[config.mk]
export PLATFORM = sky130hd
export DESIGN_NAME = usr_param_burst
export DESIGN_NICKNAME = d
export VERILOG_FILES = /design/src/rtl/usr_pkg.sv /design/src/rtl/usr_shift_step.sv /design/src/rtl/usr_param_burst.sv
export SDC_FILE = /design/constraint.sdc
export NUM_CORES = 1
export LEC_CHECK = 0
export ABC_AREA = 1
export CORE_MARGIN = 2
export CORE_UTILIZATION = 48
export DETAILED_ROUTE_END_ITERATION = 16
export PLACE_DENSITY = 0.8
export SYNTH_ARGS = -nofsm -noshare
export SYNTH_HDL_FRONTEND = slang
export SYNTH_SLANG_ARGS = --single-unit
[constraint.sdc]
create_clock -name Clk_In -period 2 [get_ports Clk_In]
set_input_delay 0.4 -clock Clk_In [delete_from_list [all_inputs] [get_ports Clk_In]]
set_output_delay 0.4 -clock Clk_In [all_outputs]
set_load 0.05 [all_outputs]
[src/rtl/usr_pkg.sv]
// Shared types for the usr_param_burst shift-register engine: operation
// codes, controller states and a mode classification helper.
package usr_pkg;

   typedef enum logic [2:0] {
      MODE_LOAD  = 3'd0,
      MODE_SHR   = 3'd1,
      MODE_SHL   = 3'd2,
      MODE_ROR   = 3'd3,
      MODE_ROL   = 3'd4,
      MODE_ASR   = 3'd5,
      MODE_CLEAR = 3'd6,
      MODE_NOP   = 3'd7
   } mode_e;

   typedef enum logic [1:0] {
      ST_IDLE  = 2'd0,
      ST_SHIFT = 2'd1,
      ST_DONE  = 2'd2
   } state_e;

   function automatic logic is_shift_mode(input mode_e m);
      logic r;
      case (m)
         MODE_SHR, MODE_SHL, MODE_ROR, MODE_ROL, MODE_ASR: r = 1'b1;
         default:                                          r = 1'b0;
      endcase
      return r;
   endfunction

endpackage

[src/rtl/usr_shift_step.sv]
// Combinational single-bit step of the register for each shift/rotate mode;
// non-shift modes pass the value through unchanged.
module usr_shift_step
   import usr_pkg::*;
#(
   parameter int WIDTH = 16
) (
   input  mode_e              mode_i,
   input  logic [WIDTH-1:0]   value_i,
   input  logic               fill_left_i,
   input  logic               fill_right_i,
   output logic [WIDTH-1:0]   value_o
);

   // One-bit move selected by the latched operation code.
   always_comb begin
      value_o = value_i;
      case (mode_i)
         MODE_SHR: value_o = {fill_left_i, value_i[WIDTH-1:1]};
         MODE_SHL: value_o = {value_i[WIDTH-2:0], fill_right_i};
         MODE_ROR: value_o = {value_i[0], value_i[WIDTH-1:1]};
         MODE_ROL: value_o = {value_i[WIDTH-2:0], value_i[WIDTH-1]};
         MODE_ASR: value_o = {value_i[WIDTH-1], value_i[WIDTH-1:1]};
         default:  value_o = value_i;
      endcase
   end

endmodule

[src/rtl/usr_param_burst.sv]
// Command-driven shift register that executes multi-step shifts one bit per
// falling clock edge. Define USR_PARAM_BURST_ABORT_EN to add Abort_In.
module usr_param_burst
   import usr_pkg::*;
#(
   parameter int WIDTH = 16,
   parameter int CNT_W = $clog2(WIDTH) + 1
) (
   input  logic               Clk_In,
   input  logic               Reset_In,
`ifdef USR_PARAM_BURST_ABORT_EN
   input  logic               Abort_In,
`endif
   input  logic               Cmd_Valid_In,
   output logic               Cmd_Ready_Out,
   input  logic [2:0]         Cmd_Mode_In,
   input  logic [CNT_W-1:0]   Cmd_Count_In,
   input  logic               Serial_Data_Left_In,
   input  logic               Serial_Data_Right_In,
   input  logic [WIDTH-1:0]   Parallel_Data_In,
   output logic [WIDTH-1:0]   Parallel_Data_Out,
   output logic               Serial_Data_Right_Out,
   output logic               Serial_Data_Left_Out,
   output logic               Busy_Out,
   output logic               Done_Out
);

   localparam logic [CNT_W-1:0] CNT_ONE = CNT_W'(1);

   state_e              state_q;
   mode_e               mode_q;
   logic [CNT_W-1:0]    cnt_q;
   logic [WIDTH-1:0]    data_q;
   logic                ready_q;
   logic                busy_q;
   logic                done_q;
   logic [WIDTH-1:0]    step_d;
   mode_e               cmd_mode_s;

   assign cmd_mode_s = mode_e'(Cmd_Mode_In);

   usr_shift_step #(
      .WIDTH        (WIDTH)
   ) u_step (
      .mode_i       (mode_q),
      .value_i      (data_q),
      .fill_left_i  (Serial_Data_Left_In),
      .fill_right_i (Serial_Data_Right_In),
      .value_o      (step_d)
   );

   // Controller, data register and status flags, all on the falling edge.
   always_ff @(negedge Clk_In or posedge Reset_In) begin
      if (Reset_In) begin
         state_q <= ST_IDLE;
         mode_q  <= MODE_NOP;
         cnt_q   <= '0;
         data_q  <= '0;
         ready_q <= 1'b1;
         busy_q  <= 1'b0;
         done_q  <= 1'b0;
      end else begin
         case (state_q)
            ST_IDLE: begin
               if (Cmd_Valid_In) begin
                  ready_q <= 1'b0;
                  busy_q  <= 1'b1;
                  case (cmd_mode_s)
                     MODE_LOAD: begin
                        data_q  <= Parallel_Data_In;
                        state_q <= ST_DONE;
                        done_q  <= 1'b1;
                     end
                     MODE_CLEAR: begin
                        data_q  <= '0;
                        state_q <= ST_DONE;
                        done_q  <= 1'b1;
                     end
                     MODE_NOP: begin
                        state_q <= ST_DONE;
                        done_q  <= 1'b1;
                     end
                     default: begin
                        // Shift modes only capture the command; stepping starts next edge.
                        mode_q <= cmd_mode_s;
                        cnt_q  <= Cmd_Count_In;
                        if (Cmd_Count_In != '0) begin
                           state_q <= ST_SHIFT;
                           done_q  <= 1'b0;
                        end else begin
                           state_q <= ST_DONE;
                           done_q  <= 1'b1;
                        end
                     end
                  endcase
               end else begin
                  done_q <= 1'b0;
               end
            end
            ST_SHIFT: begin
`ifdef USR_PARAM_BURST_ABORT_EN
               if (Abort_In) begin
                  state_q <= ST_DONE;
                  done_q  <= 1'b1;
               end else
`endif
               begin
                  data_q <= step_d;
                  cnt_q  <= cnt_q - CNT_ONE;
                  if (cnt_q == CNT_ONE) begin
                     state_q <= ST_DONE;
                     done_q  <= 1'b1;
                  end else begin
                     done_q  <= 1'b0;
                  end
               end
            end
            ST_DONE: begin
               state_q <= ST_IDLE;
               ready_q <= 1'b1;
               busy_q  <= 1'b0;
               done_q  <= 1'b0;
            end
            default: begin
               state_q <= ST_IDLE;
               ready_q <= 1'b1;
               busy_q  <= 1'b0;
               done_q  <= 1'b0;
            end
         endcase
      end
   end

   assign Cmd_Ready_Out         = ready_q;
   assign Busy_Out              = busy_q;
   assign Done_Out              = done_q;
   assign Parallel_Data_Out     = data_q;
   assign Serial_Data_Right_Out = data_q[0];
   assign Serial_Data_Left_Out  = data_q[WIDTH-1];

endmodule

==> results of run 1 <==
## cell usage in the layout, fill, tap and decap left out, types with 5 or more instances in the layout
cell             instances
buf_4                   40
o21ai_2                 15
buf_6                    6
nor2_1                   7
inv_2                    5
o21ai_0                  6
clkdlybuf4s50_1         18
nor2_4                   5
nand3_2                  5
inv_1                   14
nand2_2                  6
clkbuf_8                 6
buf_12                  26
nand3_1                 51
dfrtn_1                 25
o21ai_1                  7
nand2_1                 88
## worst min path at each step
| stage | startpoint | end | slack, ns | cells after the start |
|---|---|---|---|---|
| 2_1_floorplan | state_q[1] | Busy_Out | 0.40 | 1 |
| 3_3_place_gp | state_q[1] | Busy_Out | 0.43 | 1 |
| 3_5_place_dp | state_q[1] | Busy_Out | 0.43 | 1 |
| 4_1_cts | state_q[1] | Busy_Out | 0.45 | 1 |
| 5_1_grt | state_q[1] | Busy_Out | 0.50 | 1 |
| 6_report | state_q[1] | Busy_Out | 0.48 | 1 |
## flip-flops by register name, indices dropped and copies added (netlist names)
name               cells
Cmd_Ready_Out          1
Busy_Out               1
Done_Out               1
state_q                2
cnt_q                  5
Parallel_Data_Out     16
mode_q                 3
## layout make-up
cell class,count,area (sq um)
inverters,16,72.6
clock inverters,5,20.0
fillers,154,374
well taps,48,60.1
repair buffers,99,1160
flip-flops and latches,29,731
clock buffers,7,86.3
multi-input cells,212,1190
## Yosys cell counts
library cell / number
a21oi_1: 3
buf_2: 4
buf_4: 4
buf_6: 1
clkbuf_1: 4
dfrtn_1: 25
dfstp_2: 4
ha_1: 2
inv_1: 15
inv_2: 2
nand2_1: 93
nand2_2: 2
nand2_4: 1
nand3_1: 57
nand3_2: 2
nand4_1: 4
nor2_1: 10
nor2_2: 1
nor2_4: 2
nor3_1: 2
o21ai_0: 23
o21ai_1: 8
or2_2: 1
## timing repair
| action | CTS | global route |
|---|---|---|
| setup buffers | 10 | 6 |
| pin swaps | 26 | 10 |
| resized for setup | 60 | 16 |
| endpoints found under the hold margin | 0 | 0 |
| setup endpoints to repair | 50 | 47 |
| gates cloned | 1 | 0 |
## cell families (layout without fill, tap and decap cells)
group / after synthesis / in the layout
AND/OR/NAND/NOR: 175 / 176
AO/OA/AOI/OAI: 34 / 34
flip-flops: 29 / 29
adder cells (fa/ha/maj): 2 / 2
buffers and inverters: 30 / 127
## through the flow
step	TNS, ns	cells	utilization [%]	hold slack, ns	instance area, sq um
2_1_floorplan	-5.61	270	-	0.400	1940
3_3_place_gp	-22.75	389	79.2	0.426	2920
3_5_place_dp	-23.63	389	79.2	0.433	2920
4_1_cts	-9.68	411	87.0	0.454	3210
5_1_grt	-13.12	416	89.9	0.502	3310
6_report	-11.86	416	89.9	0.477	3310
## power breakdown
group / switching, W / total [W] / internal, W
clock: 0.000281 / 0.000570 / 0.000288
combinational: 0.00296 / 0.00506 / 0.00210
sequential: 0.000407 / 0.00134 / 0.000932
## routing by layer
| metal | part of all wire [%] | global-route usage, % | wire [um] |
|---|---|---|---|
| met1 | 35 | 42.2 | 3030 |
| met2 | 47 | 60.3 | 4120 |
| met3 | 10 | 6.13 | 894 |
| met4 | 8.3 | 13.8 | 727 |
| met5 | 0 | 0 | 0 |
==> results.sh, run 1 <==
export IMPL_clockBufferDepth=2
export IMPL_viasPerCell=6.43
export IMPL_grt_pass1_wl_um=11500
export IMPL_path_class="register to output port"
export IMPL_synth_xor_area_share_pct=0
export IMPL_slowest_stage="dfrtn_1"
export IMPL_yosys_area_top_type="dfrtn_1"
export IMPL_worst_pin_slew_ns=0.368
export IMPL_crit_chain="buf_12"
export IMPL_skew_ns=0.0673
export IMPL_synth_top_family_by_area="simple AND/OR/NAND/NOR gates"
export IMPL_drv_slew=0
export IMPL_yosys_area_share_simple_pct=42.4
export IMPL_grt_usage_pct=34.7
export IMPL_cts_tree="yes"
export IMPL_status="finished with violations"
export IMPL_first_pass_iters=7
export IMPL_crit_family="flip-flops"
export IMPL_crit_required_ns=1.60
export IMPL_portBuffers=49
export IMPL_synth_top_area_share_pct=33.8
export IMPL_finalSetupViolations=46
export IMPL_max_stage_delay_ns=0.59
export IMPL_clock_sinks=29
export IMPL_io_pins=50
export IMPL_drt_iter0_markers=555
export IMPL_core_area_sq_mm=0.00369
export IMPL_rows=22
export IMPL_violations="negative setup slack"
export IMPL_syn2layout_area_growth_pct=79.0
export IMPL_ys_seq_area_share_pct=39.5
export IMPL_rr_endpoint="Parallel_Data_Out[15]"
export IMPL_nets=398
export IMPL_crit_end="Serial_Data_Right_Out"
export IMPL_layout_drive_gt1_share_pct=37.0
export IMPL_wl_um=8780
export IMPL_cts_buffers=5
export IMPL_synth_area_per_cell_sq_um=6.86
export IMPL_postRouteAntennaNets=0
export IMPL_dieArea_sq_mm=0.00437
export IMPL_netlist_top_cells_area="dfrtn_1 (34%), nand2_1 (19%), nand3_1 (15%)"
export IMPL_grt_max_degree=21
export IMPL_syn_inst=270
export IMPL_start_util_pct=50.2
export IMPL_finalPower_w=0.00696
export IMPL_synthAdderAreaFrac_pct=1.35
export IMPL_leakagePower_nw=1.61
export IMPL_rsz0062_at_grt="yes"
export IMPL_yosysWarnings=0
export IMPL_ctsRootBufferMaster="clkbuf_8"
export IMPL_wire_per_inst_um=21.1
export IMPL_place_gp_congestion=0.895
export IMPL_slew_limit_headroom_pct=75.5
export IMPL_cp_num_cells=1
export IMPL_syn_num_nets=301
export IMPL_reg2regPathDepth=8
export IMPL_synth_compound_area_share_pct=9.19
export IMPL_hp_class="register to register"
export IMPL_clkLatencyLatePin_ns=0.37
export IMPL_dp_hpwl_um=4060
export IMPL_dp_slack_ns=-0.907
export IMPL_reg2reg_from="state_q[0]"
export IMPL_worst_path_buf_inv=1
export IMPL_p_per_area_mw_per_mm2=2100
export IMPL_muxShareOfSynthArea_pct=0
export IMPL_crit_fanout=4
export IMPL_cap_violations=0
export IMPL_htreeDepth=2
export IMPL_clk_pin_slew_ns=0.05
export IMPL_r2r_slack_ns=-0.01
export IMPL_gr_total_overflow=0
export IMPL_synthDistinctLibCells=23
export IMPL_synth_seq_cells=29
export IMPL_peakVddDrop_mv=1.29
export IMPL_die_h_um=66.1
export IMPL_setup_ws_ns=-0.475
export IMPL_route_vias_total=2674
export IMPL_hold_buffers=0
export IMPL_crit_start="Parallel_Data_Out[0]"
export IMPL_antenna_cells=0
export IMPL_start_kind="register"
export IMPL_first_global_vias=2423
export IMPL_die_x_um=66.1
export IMPL_cp_end_kind="output port"
export IMPL_syn_area_sq_mm=0.00185
export IMPL_critPathArrivalTime_ns=2.08
export IMPL_hold_violations=0
export IMPL_drc=0
export IMPL_antenna_found_initial=0
(Power assumes the default switching activity.)
==> run 2: changes to the inputs <==
Settings changed: CORE_MARGIN 2 to 8, REMOVE_ABC_BUFFERS from default to 1.
Clock period 2 ns to 2.46 ns, I/O delays scaled along.
==> run 2 against run 1 <==
  * The flow still finishes with violations (negative setup slack)
  * Utilization grew 1.2 points
  * Clock-buffer cell count stayed put
  * Design area is 1.4% higher
  * Critical path type unchanged
  * Critical endpoint is now Cmd_Ready_Out
==> results.sh, run 2 (same netlist as run 1, synthesis figures left out) <==
export IMPL_slew_limit_headroom_pct=68.5
export IMPL_crit_fanout=2
export IMPL_hp_class="register to register"
export IMPL_crit_start="Cmd_Ready_Out"
export IMPL_hold_violations=0
export IMPL_dpl_cell_count=369
export IMPL_io_pins=50
export IMPL_fin_cells=415
export IMPL_dp_hpwl_um=3890
export IMPL_rsz0062_at_grt="yes"
export IMPL_design_area_sq_mm=0.00336
export IMPL_syn2layout_area_growth_pct=81.4
export IMPL_sequentialPowerShare_pct=18.9
export IMPL_pwr_share_clk_pct=8.4
export IMPL_leakagePower_nw=1.68
export IMPL_mostFrequentLayoutCells="nand2_1 (78), buf_4 (39), nand3_1 (37)"
export IMPL_crit_family="flip-flops"
export IMPL_viasPerCell=6.47
export IMPL_finalSetupViolations=43
export IMPL_die_x_um=78.1
export IMPL_layout_drive_gt1_share_pct=39.8
export IMPL_min_path_cells=1
export IMPL_path_class="register to output port"
export IMPL_crit_required_ns=1.97
export IMPL_status="finished with violations"
export IMPL_n_fill_cell=142
export IMPL_slowest_stage="dfstp_2"
export IMPL_place_gp_congestion=0.838
export IMPL_antenna_found_initial=0
export IMPL_first_pass_iters=6
export IMPL_clockBufferDepth=2
export IMPL_start_kind="register"
export IMPL_power_share_combinational_pct=72.7
export IMPL_drc=0
export IMPL_worst_path_buf_inv=1
export IMPL_cap_violations=0
export IMPL_grt_usage_pct=23.7
export IMPL_ctsRootBufferMaster="clkbuf_8"
export IMPL_rr_endpoint="Parallel_Data_Out[2]"
export IMPL_dieArea_sq_mm=0.00610
export IMPL_crit_chain="buf_12"
export IMPL_cp_end_kind="output port"
export IMPL_postRouteAntennaNets=0
export IMPL_hp_start="state_q[1]"
export IMPL_drv_slew=0
export IMPL_reg2reg_from="mode_q[1]"
export IMPL_clock_sinks=29
export IMPL_worst_pin_slew_ns=0.471
export IMPL_skew_ns=0.104
export IMPL_rows=22
export IMPL_htreeDepth=2
export IMPL_clkLatencyLatePin_ns=0.40
export IMPL_violations="negative setup slack"
export IMPL_reg2regPathDepth=8
export IMPL_cts_buffers=5
export IMPL_drt_iter0_markers=484
export IMPL_peakVddDrop_mv=1.05
export IMPL_fin_hold_ws_ns=0.459
export IMPL_finalPower_w=0.00575
export IMPL_max_stage_delay_ns=0.55
export IMPL_r2r_slack_ns=0.18
export IMPL_core_area_sq_mm=0.00369
export IMPL_largest_reg_flops=16
export IMPL_gr_total_overflow=0
export IMPL_clk_pin_slew_ns=0.06
export IMPL_first_global_vias=2449
export IMPL_whs_endpoint="Busy_Out"
export IMPL_start_util_pct=50.2
export IMPL_wl_um=9820
export IMPL_p_int_w=0.00269
export IMPL_setup_ws_ns=-0.315
export IMPL_power_switching_w=0.00307
export IMPL_cts_tree="yes"
export IMPL_die_h_um=78.1
export IMPL_wire_per_inst_um=23.7
export IMPL_post_dp_cell_area_sq_mm=0.00266
export IMPL_p_sw_share_pct=53.3
export IMPL_antenna_cells=0
export IMPL_grt_max_degree=21
export IMPL_critPathArrivalTime_ns=2.28
export IMPL_nets=397
export IMPL_portBuffers=49
export IMPL_p_per_area_mw_per_mm2=1710
export IMPL_grt_pass1_wl_um=11800
export IMPL_final_common_cell="nand2_1"
export IMPL_route_vias_total=2685
## run 2: layer usage
| metal | up-vias | routed length [um] | global-route usage, % |
|---|---|---|---|
| met5 | - | 0 | 0 |
| met3 | 81 | 1240 | 6.61 |
| li1 | 1083 | - | - |
| met4 | 0 | 716 | 15.2 |
| met1 | 1230 | 3400 | 26.9 |
| met2 | 291 | 4460 | 38.4 |
## run 2: layout make-up
class	count	area (sq um)	share of cell area [%]
Tap cell	48	60.1	1.79
Clock inverter	5	20.0	0.596
Clock buffer	7	86.3	2.57
Inverter	16	67.6	2.01
Timing Repair Buffer	99	1160	34.6
Multi-Input combinational cell	211	1230	36.6
Sequential cell	29	731	21.8
## run 2: how the worst max path moves through the flow
stage	end	slack, ns	cells after the start
global placement	Parallel_Data_Out[10]	-0.71	9
detailed placement	Parallel_Data_Out[3]	-0.74	9
CTS	Cmd_Ready_Out	-0.30	1
floorplan	Parallel_Data_Out[10]	-0.34	6
global route	Cmd_Ready_Out	-0.34	1
finish	Cmd_Ready_Out	-0.31	1
## run 2: what timing repair did
action,in CTS,in global routing
setup buffers,26,9
pin swaps,14,25
gates resized for setup,50,73
gates cloned,1,0
hold buffers,0,0
endpoints found under the setup margin,48,48
## run 2: metrics by stage
stage	setup slack [ns]	util [%]	setup TNS [ns]
after global routing	-0.339	91.1	-6.58
final	-0.315	91.1	-5.58
after detailed placement	-0.736	72.2	-18.62
after floorplan	-0.343	-	-6.13
after CTS	-0.302	82.3	-4.08
after global placement	-0.710	72.2	-17.84
## run 2: power by group through the flow
stage / clock network (W) / registers [W] / logic (W)
2_1_floorplan: 0.0000127 / 0.00152 / 0.00117
3_3_place_gp: 0.0000127 / 0.00108 / 0.00282
3_5_place_dp: 0.0000127 / 0.00109 / 0.00288
4_1_cts: 0.000449 / 0.00104 / 0.00340
5_1_grt: 0.000505 / 0.00111 / 0.00436
6_report: 0.000485 / 0.00109 / 0.00418
